**src/rtl/ram_arb_pkg.sv**
```systemverilog
// ram_arb_pkg -- shared definitions for the RAM arbiter slice.
//   state_t   : arbiter FSM states (IDLE, ACCESS, DONE)
//   ADDRWIDTH : default RAM address width
//   idx_width : width of a requester index for a given requester count
package ram_arb_pkg;

  localparam int ADDRWIDTH = 23;

  typedef enum logic [1:0] {
    IDLE   = 2'd0,
    ACCESS = 2'd1,
    DONE   = 2'd2
  } state_t;

  // At least one bit, even for a single requester.
  function automatic int idx_width(input int n);
    return (n > 1) ? $clog2(n) : 1;
  endfunction

endpackage

```
**src/rtl/ram_arbiter_if.sv**
```systemverilog
// ram_arbiter_if -- requester and RAM-side bus of the RAM arbiter.
//   Requester side : i_req, i_we, i_addr, i_wdata (packed per requester),
//                    o_gnt, o_rvalid (one-hot pulses), o_rdata
//   RAM side       : o_addr, o_D, i_D, WE, RE
//   Status         : o_busy
// Modports: master = requesters + RAM model, slave = arbiter.
interface ram_arbiter_if
  import ram_arb_pkg::*;
#(
  parameter int NREQ  = 11,
  parameter int ADDRW = ADDRWIDTH
);

  logic [NREQ-1:0]       i_req;
  logic [NREQ-1:0]       i_we;
  logic [NREQ*ADDRW-1:0] i_addr;
  logic [NREQ*8-1:0]     i_wdata;
  logic [NREQ-1:0]       o_gnt;
  logic [NREQ-1:0]       o_rvalid;
  logic [7:0]            o_rdata;
  logic [ADDRW-1:0]      o_addr;
  logic [7:0]            o_D;
  logic [7:0]            i_D;
  logic                  WE;
  logic                  RE;
  logic                  o_busy;

  modport master (
    output i_req, i_we, i_addr, i_wdata, i_D,
    input  o_gnt, o_rvalid, o_rdata, o_addr, o_D, WE, RE, o_busy
  );

  modport slave (
    input  i_req, i_we, i_addr, i_wdata, i_D,
    output o_gnt, o_rvalid, o_rdata, o_addr, o_D, WE, RE, o_busy
  );

endinterface

```
**src/rtl/rr_picker.sv**
```systemverilog
// rr_picker -- combinational round-robin selector.
//   req   : request vector
//   last  : index of the previous winner
//   found : any request bit set
//   idx   : first set bit searching upward from last+1, wrapping
module rr_picker
  import ram_arb_pkg::*;
#(
  parameter int NREQ = 11,
  parameter int IDXW = idx_width(NREQ)
) (
  input  logic [NREQ-1:0] req,
  input  logic [IDXW-1:0] last,
  output logic            found,
  output logic [IDXW-1:0] idx
);

  always_comb begin
    int k;
    // NOTE: every output gets a default before the search so no path
    // leaves a value unassigned, which would infer a latch.
    found = 1'b0;
    idx   = last;
    k     = 0;
    // Scan from the farthest candidate (last itself) down to the nearest
    // (last+1); the last hit written is therefore the highest priority.
    for (int i = NREQ; i >= 1; i--) begin
      k = int'(last) + i;
      if (k >= NREQ) k = k - NREQ;
      if (req[k]) begin
        found = 1'b1;
        idx   = IDXW'(k);
      end
    end
  end

endmodule

```
**src/rtl/ram_arbiter.sv**
```systemverilog
// ram_arbiter -- round-robin arbiter granting NREQ requesters single-byte
// access to one RAM with a fixed access latency.
//   i_clk : clock
//   i_rst : asynchronous active-low reset
//   bus   : ram_arbiter_if.slave (requests, grants, read data, RAM pins)
// Parameters: NREQ requesters, ADDRW address bits, RAM_LAT (1..15) cycles
// WE/RE are held per access.
// Optional build: define RAM_ARB_WPRIO_EN to give pending writes priority
// over reads (still round-robin inside each class).
//
// Per access: IDLE (pick) -> ACCESS x RAM_LAT -> DONE (read-valid) -> IDLE.
module ram_arbiter
  import ram_arb_pkg::*;
#(
  parameter int NREQ    = 11,
  parameter int ADDRW   = ADDRWIDTH,
  parameter int RAM_LAT = 2
) (
  input  logic         i_clk,
  input  logic         i_rst,
  ram_arbiter_if.slave bus
);

  localparam int IDXW = idx_width(NREQ);
  localparam int CNTW = 4;

  state_t           state_q, state_d;
  logic [IDXW-1:0]  last_q;     // current/previous winner
  logic             acc_we_q;
  logic [CNTW-1:0]  cnt_q;      // cycles spent in ACCESS
  logic [ADDRW-1:0] addr_q;
  logic [7:0]       wdata_q;
  logic [7:0]       rdata_q;

  logic             sel_found;
  logic [IDXW-1:0]  sel_idx;

`ifdef RAM_ARB_WPRIO_EN
  logic            wr_found, any_found;
  logic [IDXW-1:0] wr_idx, any_idx;

  rr_picker #(.NREQ(NREQ), .IDXW(IDXW)) u_pick_wr (
    .req   (bus.i_req & bus.i_we),
    .last  (last_q),
    .found (wr_found),
    .idx   (wr_idx)
  );

  rr_picker #(.NREQ(NREQ), .IDXW(IDXW)) u_pick_any (
    .req   (bus.i_req),
    .last  (last_q),
    .found (any_found),
    .idx   (any_idx)
  );

  assign sel_found = any_found;
  assign sel_idx   = wr_found ? wr_idx : any_idx;
`else
  rr_picker #(.NREQ(NREQ), .IDXW(IDXW)) u_pick (
    .req   (bus.i_req),
    .last  (last_q),
    .found (sel_found),
    .idx   (sel_idx)
  );
`endif

  // Next state and outputs. WE/RE are decoded from the state register rather
  // than registered themselves, so asserting reset drops them at once.
  always_comb begin
    state_d      = state_q;
    bus.o_gnt    = '0;
    bus.o_rvalid = '0;
    bus.WE       = 1'b0;
    bus.RE       = 1'b0;
    bus.o_busy   = (state_q != IDLE);
    unique case (state_q)
      IDLE: begin
        if (sel_found) state_d = ACCESS;
      end
      ACCESS: begin
        bus.WE = acc_we_q;
        bus.RE = ~acc_we_q;
        if (cnt_q == '0) bus.o_gnt = NREQ'(1) << last_q;
        if (cnt_q == CNTW'(RAM_LAT - 1)) state_d = DONE;
      end
      DONE: begin
        if (!acc_we_q) bus.o_rvalid = NREQ'(1) << last_q;
        state_d = IDLE;
      end
      default: state_d = IDLE;
    endcase
  end

  // NOTE: sequential state uses non-blocking assignments so every register
  // samples pre-edge values regardless of statement order.
  always_ff @(posedge i_clk or negedge i_rst) begin
    if (!i_rst) begin
      state_q  <= IDLE;
      last_q   <= IDXW'(NREQ - 1);   // index 0 wins first after reset
      acc_we_q <= 1'b0;
      cnt_q    <= '0;
      addr_q   <= '0;
      wdata_q  <= '0;
      rdata_q  <= '0;
    end else begin
      state_q <= state_d;
      unique case (state_q)
        IDLE: begin
          if (sel_found) begin
            last_q   <= sel_idx;
            acc_we_q <= bus.i_we[sel_idx];
            addr_q   <= bus.i_addr[int'(sel_idx)*ADDRW +: ADDRW];
            wdata_q  <= bus.i_wdata[int'(sel_idx)*8 +: 8];
            cnt_q    <= '0;
          end
        end
        ACCESS: begin
          cnt_q <= cnt_q + CNTW'(1);
          if (cnt_q == CNTW'(RAM_LAT - 1) && !acc_we_q) rdata_q <= bus.i_D;
        end
        default: ;
      endcase
    end
  end

  assign bus.o_addr  = addr_q;
  assign bus.o_D     = wdata_q;
  assign bus.o_rdata = rdata_q;

endmodule

```
**src/flat_wrapper.sv**
```systemverilog
// flat-port wrapper written by rule: the top's interface ports become plain ports
module ram_arbiter_flat import ram_arb_pkg::*;
#(
  parameter int NREQ    = 11,
  parameter int ADDRW   = ADDRWIDTH,
  parameter int RAM_LAT = 2
)
  (i_clk, i_rst, bus_i_req, bus_i_we, bus_i_addr, bus_i_wdata, bus_i_D, bus_o_gnt, bus_o_rvalid, bus_o_rdata, bus_o_addr, bus_o_D, bus_WE, bus_RE, bus_o_busy);
  ram_arbiter_if #(.NREQ(NREQ), .ADDRW(ADDRW)) bus_i ();
  input  logic i_clk;
  input  logic i_rst;
  input wire logic [$bits(bus_i.i_req)-1:0] bus_i_req;
  input wire logic [$bits(bus_i.i_we)-1:0] bus_i_we;
  input wire logic [$bits(bus_i.i_addr)-1:0] bus_i_addr;
  input wire logic [$bits(bus_i.i_wdata)-1:0] bus_i_wdata;
  input wire logic [$bits(bus_i.i_D)-1:0] bus_i_D;
  output wire logic [$bits(bus_i.o_gnt)-1:0] bus_o_gnt;
  output wire logic [$bits(bus_i.o_rvalid)-1:0] bus_o_rvalid;
  output wire logic [$bits(bus_i.o_rdata)-1:0] bus_o_rdata;
  output wire logic [$bits(bus_i.o_addr)-1:0] bus_o_addr;
  output wire logic [$bits(bus_i.o_D)-1:0] bus_o_D;
  output wire logic [$bits(bus_i.WE)-1:0] bus_WE;
  output wire logic [$bits(bus_i.RE)-1:0] bus_RE;
  output wire logic [$bits(bus_i.o_busy)-1:0] bus_o_busy;
  assign bus_i.i_req = bus_i_req;
  assign bus_i.i_we = bus_i_we;
  assign bus_i.i_addr = bus_i_addr;
  assign bus_i.i_wdata = bus_i_wdata;
  assign bus_i.i_D = bus_i_D;
  assign bus_o_gnt = bus_i.o_gnt;
  assign bus_o_rvalid = bus_i.o_rvalid;
  assign bus_o_rdata = bus_i.o_rdata;
  assign bus_o_addr = bus_i.o_addr;
  assign bus_o_D = bus_i.o_D;
  assign bus_WE = bus_i.WE;
  assign bus_RE = bus_i.RE;
  assign bus_o_busy = bus_i.o_busy;
  ram_arbiter #(.NREQ(NREQ), .ADDRW(ADDRW), .RAM_LAT(RAM_LAT)) u_core (.i_clk(i_clk), .i_rst(i_rst), .bus(bus_i));
endmodule
```
**config.mk**
```make
export PLATFORM = sky130hd
export DESIGN_NAME = ram_arbiter_flat
export DESIGN_NICKNAME = d
export VERILOG_FILES = /design/src/rtl/ram_arb_pkg.sv /design/src/rtl/ram_arbiter_if.sv /design/src/rtl/rr_picker.sv /design/src/rtl/ram_arbiter.sv /design/src/flat_wrapper.sv
export SDC_FILE = /design/constraint.sdc
export NUM_CORES = 1
export LEC_CHECK = 0
export BUFFER_PORTS_ARGS = -buffer_cell sky130_fd_sc_hd__buf_2
export CAP_MARGIN = 20
export CORE_UTILIZATION = 35
export CTS_CLUSTER_DIAMETER = 200
export CTS_CLUSTER_SIZE = 8
export DETAILED_ROUTE_END_ITERATION = 10
export GPL_ROUTABILITY_DRIVEN = 0
export PLACE_DENSITY = 0.71
export SLEW_MARGIN = 20
export SYNTH_ARGS = -nofsm -noshare
export SYNTH_HDL_FRONTEND = slang
export SYNTH_SLANG_ARGS = --single-unit
```
**constraint.sdc**
```tcl
create_clock -name i_clk -period 12.05 [get_ports i_clk]
set_clock_uncertainty 0.05 [all_clocks]
set_input_delay 1.205 -clock i_clk [delete_from_list [all_inputs] [get_ports i_clk]]
set_output_delay 1.205 -clock i_clk [all_outputs]
set_load 0.1 [all_outputs]
```
==> impl_metrics.yaml <==
grt:
  grt_pass1_wl_microns: 71660
  track_usage: 0.3296
  use_met1: 0.3889
  antenna_found_initial: 11
  first_global_vias: 11690
  overflow: 0
  grt_use_met2: 0.5274
  grt_start_max_net_pins: 65
  top_usage_layer: "met2"
  use_met3: 0.07055
setup_path:
  end_kind: "flip-flop"
  crit_chain: "clkinv_1 -> ha_1 -> nor2_1 -> o21a_1 -> o41a_1 -> nor4b_4 -> a31oi_2 -> o311ai_0 -> nand3_1 -> and3_1 -> nor3_2 -> buf_4 -> mux2i_1 -> o22ai_1 -> or4_1"
  cp_max_fo: 55
  r2r_slack_ps: 4260
  cp_top_family: "simple AND/OR/NAND/NOR gates"
  worstReg2RegStart: "u_core.last_q[2]"
  r2r_cells: 15
  critical_path_class: "flip-flop to flip-flop"
  crit_slowest_cell: "ha_1"
  crit_path_max_incr_delay_ps: 1110
  cp.required_ps: 12180
  crit_path_start: "u_core.last_q[2]"
  arrival_ps: 7920
  start_kind: "flip-flop"
  worstReg2RegEnd: "u_core.bus.o_D[1]"
  cp_num_cells: 15
  cp-endpoint: "u_core.bus.o_D[1]"
  critPathBufInv: 2
placed_design:
  dp_hpwl_microns: 39800
  place_area_sq_um: 12170
  io_buffers: 436
  dp.cells: 2010
final_layout:
  post-route-cell-area_sq_um: 12360
  drive_gt1_frac: 0.3348
  area_growth_pct: 24.38
  final_nets: 2036
  stdcell_count: 2028
synthesis:
  synth_area_sq_um: 9941
  synth.distinct_cells: 107
  ys_seq_elements: 50
  ys_dominant_reg_cell: "dfrtp_1"
  syn_inst: 1299
  async_flop_share: 1.000
  yosys-top-cells-area: "dfrtp_1 (12%), mux2i_1 (12%), nand2_1 (6.0%), nor2_1 (3.9%), a311oi_1 (3.4%)"
  ys_seq_area_frac: 0.1261
  syn-num-nets: 1696
  synth_edf_count: 0
  synth.avg_cell_area_sq_um: 7.653
  yosysTopAreaCellShare: 0.1208
  synth_area_leader_cell: "dfrtp_1"
  ys_warn_count: 0
hold_path:
  worstHoldPathType: "flip-flop to flip-flop"
routing:
  detail_route.wl_per_cell_microns: 24.88
  drc: 0
  avgViaCountPerCell: 6.334
  routed_wl_microns: 50450
  drtPass1Iterations: 6
  ant_nets: 0
  drt_iter0_drc: 1723
  vias: 12850
clocking:
  hold_buffers: 0
  path_clk_slew_ps: 80
  cts.path.max_buffers: 2
  clock_sinks: 50
  htreeDepth: 2
  post_cts_buffers: 0
  clock_latency_ps: 300
  root_buffer: "clkbuf_16"
  cts_buffers: 5
  cts_tree: "yes"
  cts_resized: 0
sta:
  final-setup-viol-count: 0
  worstMarginPinSlew_ps: 1007
  min_period_ps: 7787
  finalSetupTns_ps: 0
  timing.fmax_ghz: 0.1284
  finalCritPeriodShare: 0.6462
  slew_headroom: 0.3233
  drv_slew: 0
  rsz0062_at_grt: "false"
  hold_viol: 0
  holdWs_ps: 453.9
floorplanning:
  fp-row-count: 61
  core-area_sq_um: 27860
  initial_core_util: 0.3568
  ioPinCount: 437
  dieArea_sq_um: 29080
  die-width_microns: 170.5
  die_h_microns: 170.5
status:
  status: "completed"
run:
  cap_violations: 0
-- state kept, by name, indices dropped and copies added, names as in the netlist --
name	cells
u_core.acc_we_q	1
u_core.bus.o_addr	23
u_core.last_q	4
u_core.state_q	2
u_core.bus.o_D	8
u_core.cnt_q	4
u_core.bus.o_rdata	8
-- cells by family (layout without fill, tap and decap cells) --
kind of cell | Yosys count | count (layout) | share of synthesized area
simple gates | 502 | 502 | 0.2570
compound gates | 394 | 394 | 0.3115
mux | 157 | 157 | 0.1723
buf+inv | 139 | 480 | 0.06734
flops | 50 | 50 | 0.1261
xor+xnor | 33 | 33 | 0.03550
fa+ha+maj | 24 | 24 | 0.03021
other cells | 0 | 10 | 0
-- area by class of cell --
cell class | instances | area (sq um)
tap | 378 | 473.0
clock inverter | 2 | 37.54
antenna | 10 | 25.02
inverter | 20 | 75.07
clock buffer | 6 | 128.9
sequential | 50 | 1255
multi-input combinational | 1110 | 8068
timing repair buffer | 452 | 2302
fill | 2864 | 15490
-- synth_stat cells (5+ instances only) --
library cell / instances
o221ai_1: 8
and2_1: 45
a21oi_1: 36
nor2b_1: 15
nor2_1: 103
nand2b_1: 14
ha_1: 24
mux2i_1: 118
or3_1: 9
nand3_1: 35
nand2_1: 160
mux4_2: 8
buf_2: 46
a211o_1: 7
o211ai_1: 24
a221oi_1: 33
and3_1: 14
a32o_1: 33
mux2_2: 30
nand4b_1: 5
clkbuf_1: 52
xnor2_1: 24
a211oi_1: 11
buf_6: 10
a31oi_1: 6
o21ai_1: 5
o31ai_1: 11
a21o_1: 10
a21boi_0: 5
o22ai_1: 39
dfrtp_1: 48
o21a_1: 7
nor4_1: 8
buf_1: 7
or4_1: 35
inv_1: 17
a32oi_1: 5
nor3b_1: 6
o21ai_0: 34
o21bai_1: 9
nor3_1: 24
a311oi_1: 39
-- layout by cell type, fill, tap and decap left out, types with 9 or more instances in the layout --
cell type	count
a211oi_1	11
a21o_1	10
a21oi_1	36
a221oi_1	33
a311oi_1	39
a32o_1	33
and2_1	45
and3_1	13
buf_2	436
buf_4	16
dfrtp_1	47
diode_2	10
ha_1	24
inv_1	17
mux2_2	30
mux2i_1	118
nand2_1	160
nand2b_1	14
nand3_1	33
nor2_1	103
nor2b_1	15
nor3_1	23
o211ai_1	24
o21ai_0	34
o21bai_1	9
o22ai_1	39
o31ai_1	11
or3_1	9
or4_1	35
xnor2_1	24
-- metal layers --
layer | vias up | part of all wire
met5 | - | 0.00018
met4 | 2 | 0.075
met3 | 138 | 0.11
met2 | 969 | 0.46
met1 | 6026 | 0.36
li1 | 5710 | -
-- metrics by stage --
step,worst slack [ps],util
after floorplan,6446,-
after global placement,4825,0.4370
after detailed placement,4558,0.4370
after CTS,4551,0.4429
after global routing,3929,0.4437
final,4263,0.4438
-- worst min-delay path by stage --
stage / from / to / cells past startpoint
after floorplan: u_core.cnt_q[3] / u_core.cnt_q[3] / 2
after global placement: u_core.bus.o_rdata[5] / u_core.bus.o_rdata[5] / 1
after detailed placement: u_core.bus.o_rdata[5] / u_core.bus.o_rdata[5] / 1
after CTS: u_core.bus.o_rdata[5] / u_core.bus.o_rdata[5] / 1
after global routing: u_core.bus.o_rdata[5] / u_core.bus.o_rdata[5] / 1
final: u_core.bus.o_rdata[0] / u_core.bus.o_rdata[0] / 1
Power is not shown: default switching activity piles up to over one toggle a cycle in this logic, so the estimate is an artifact.
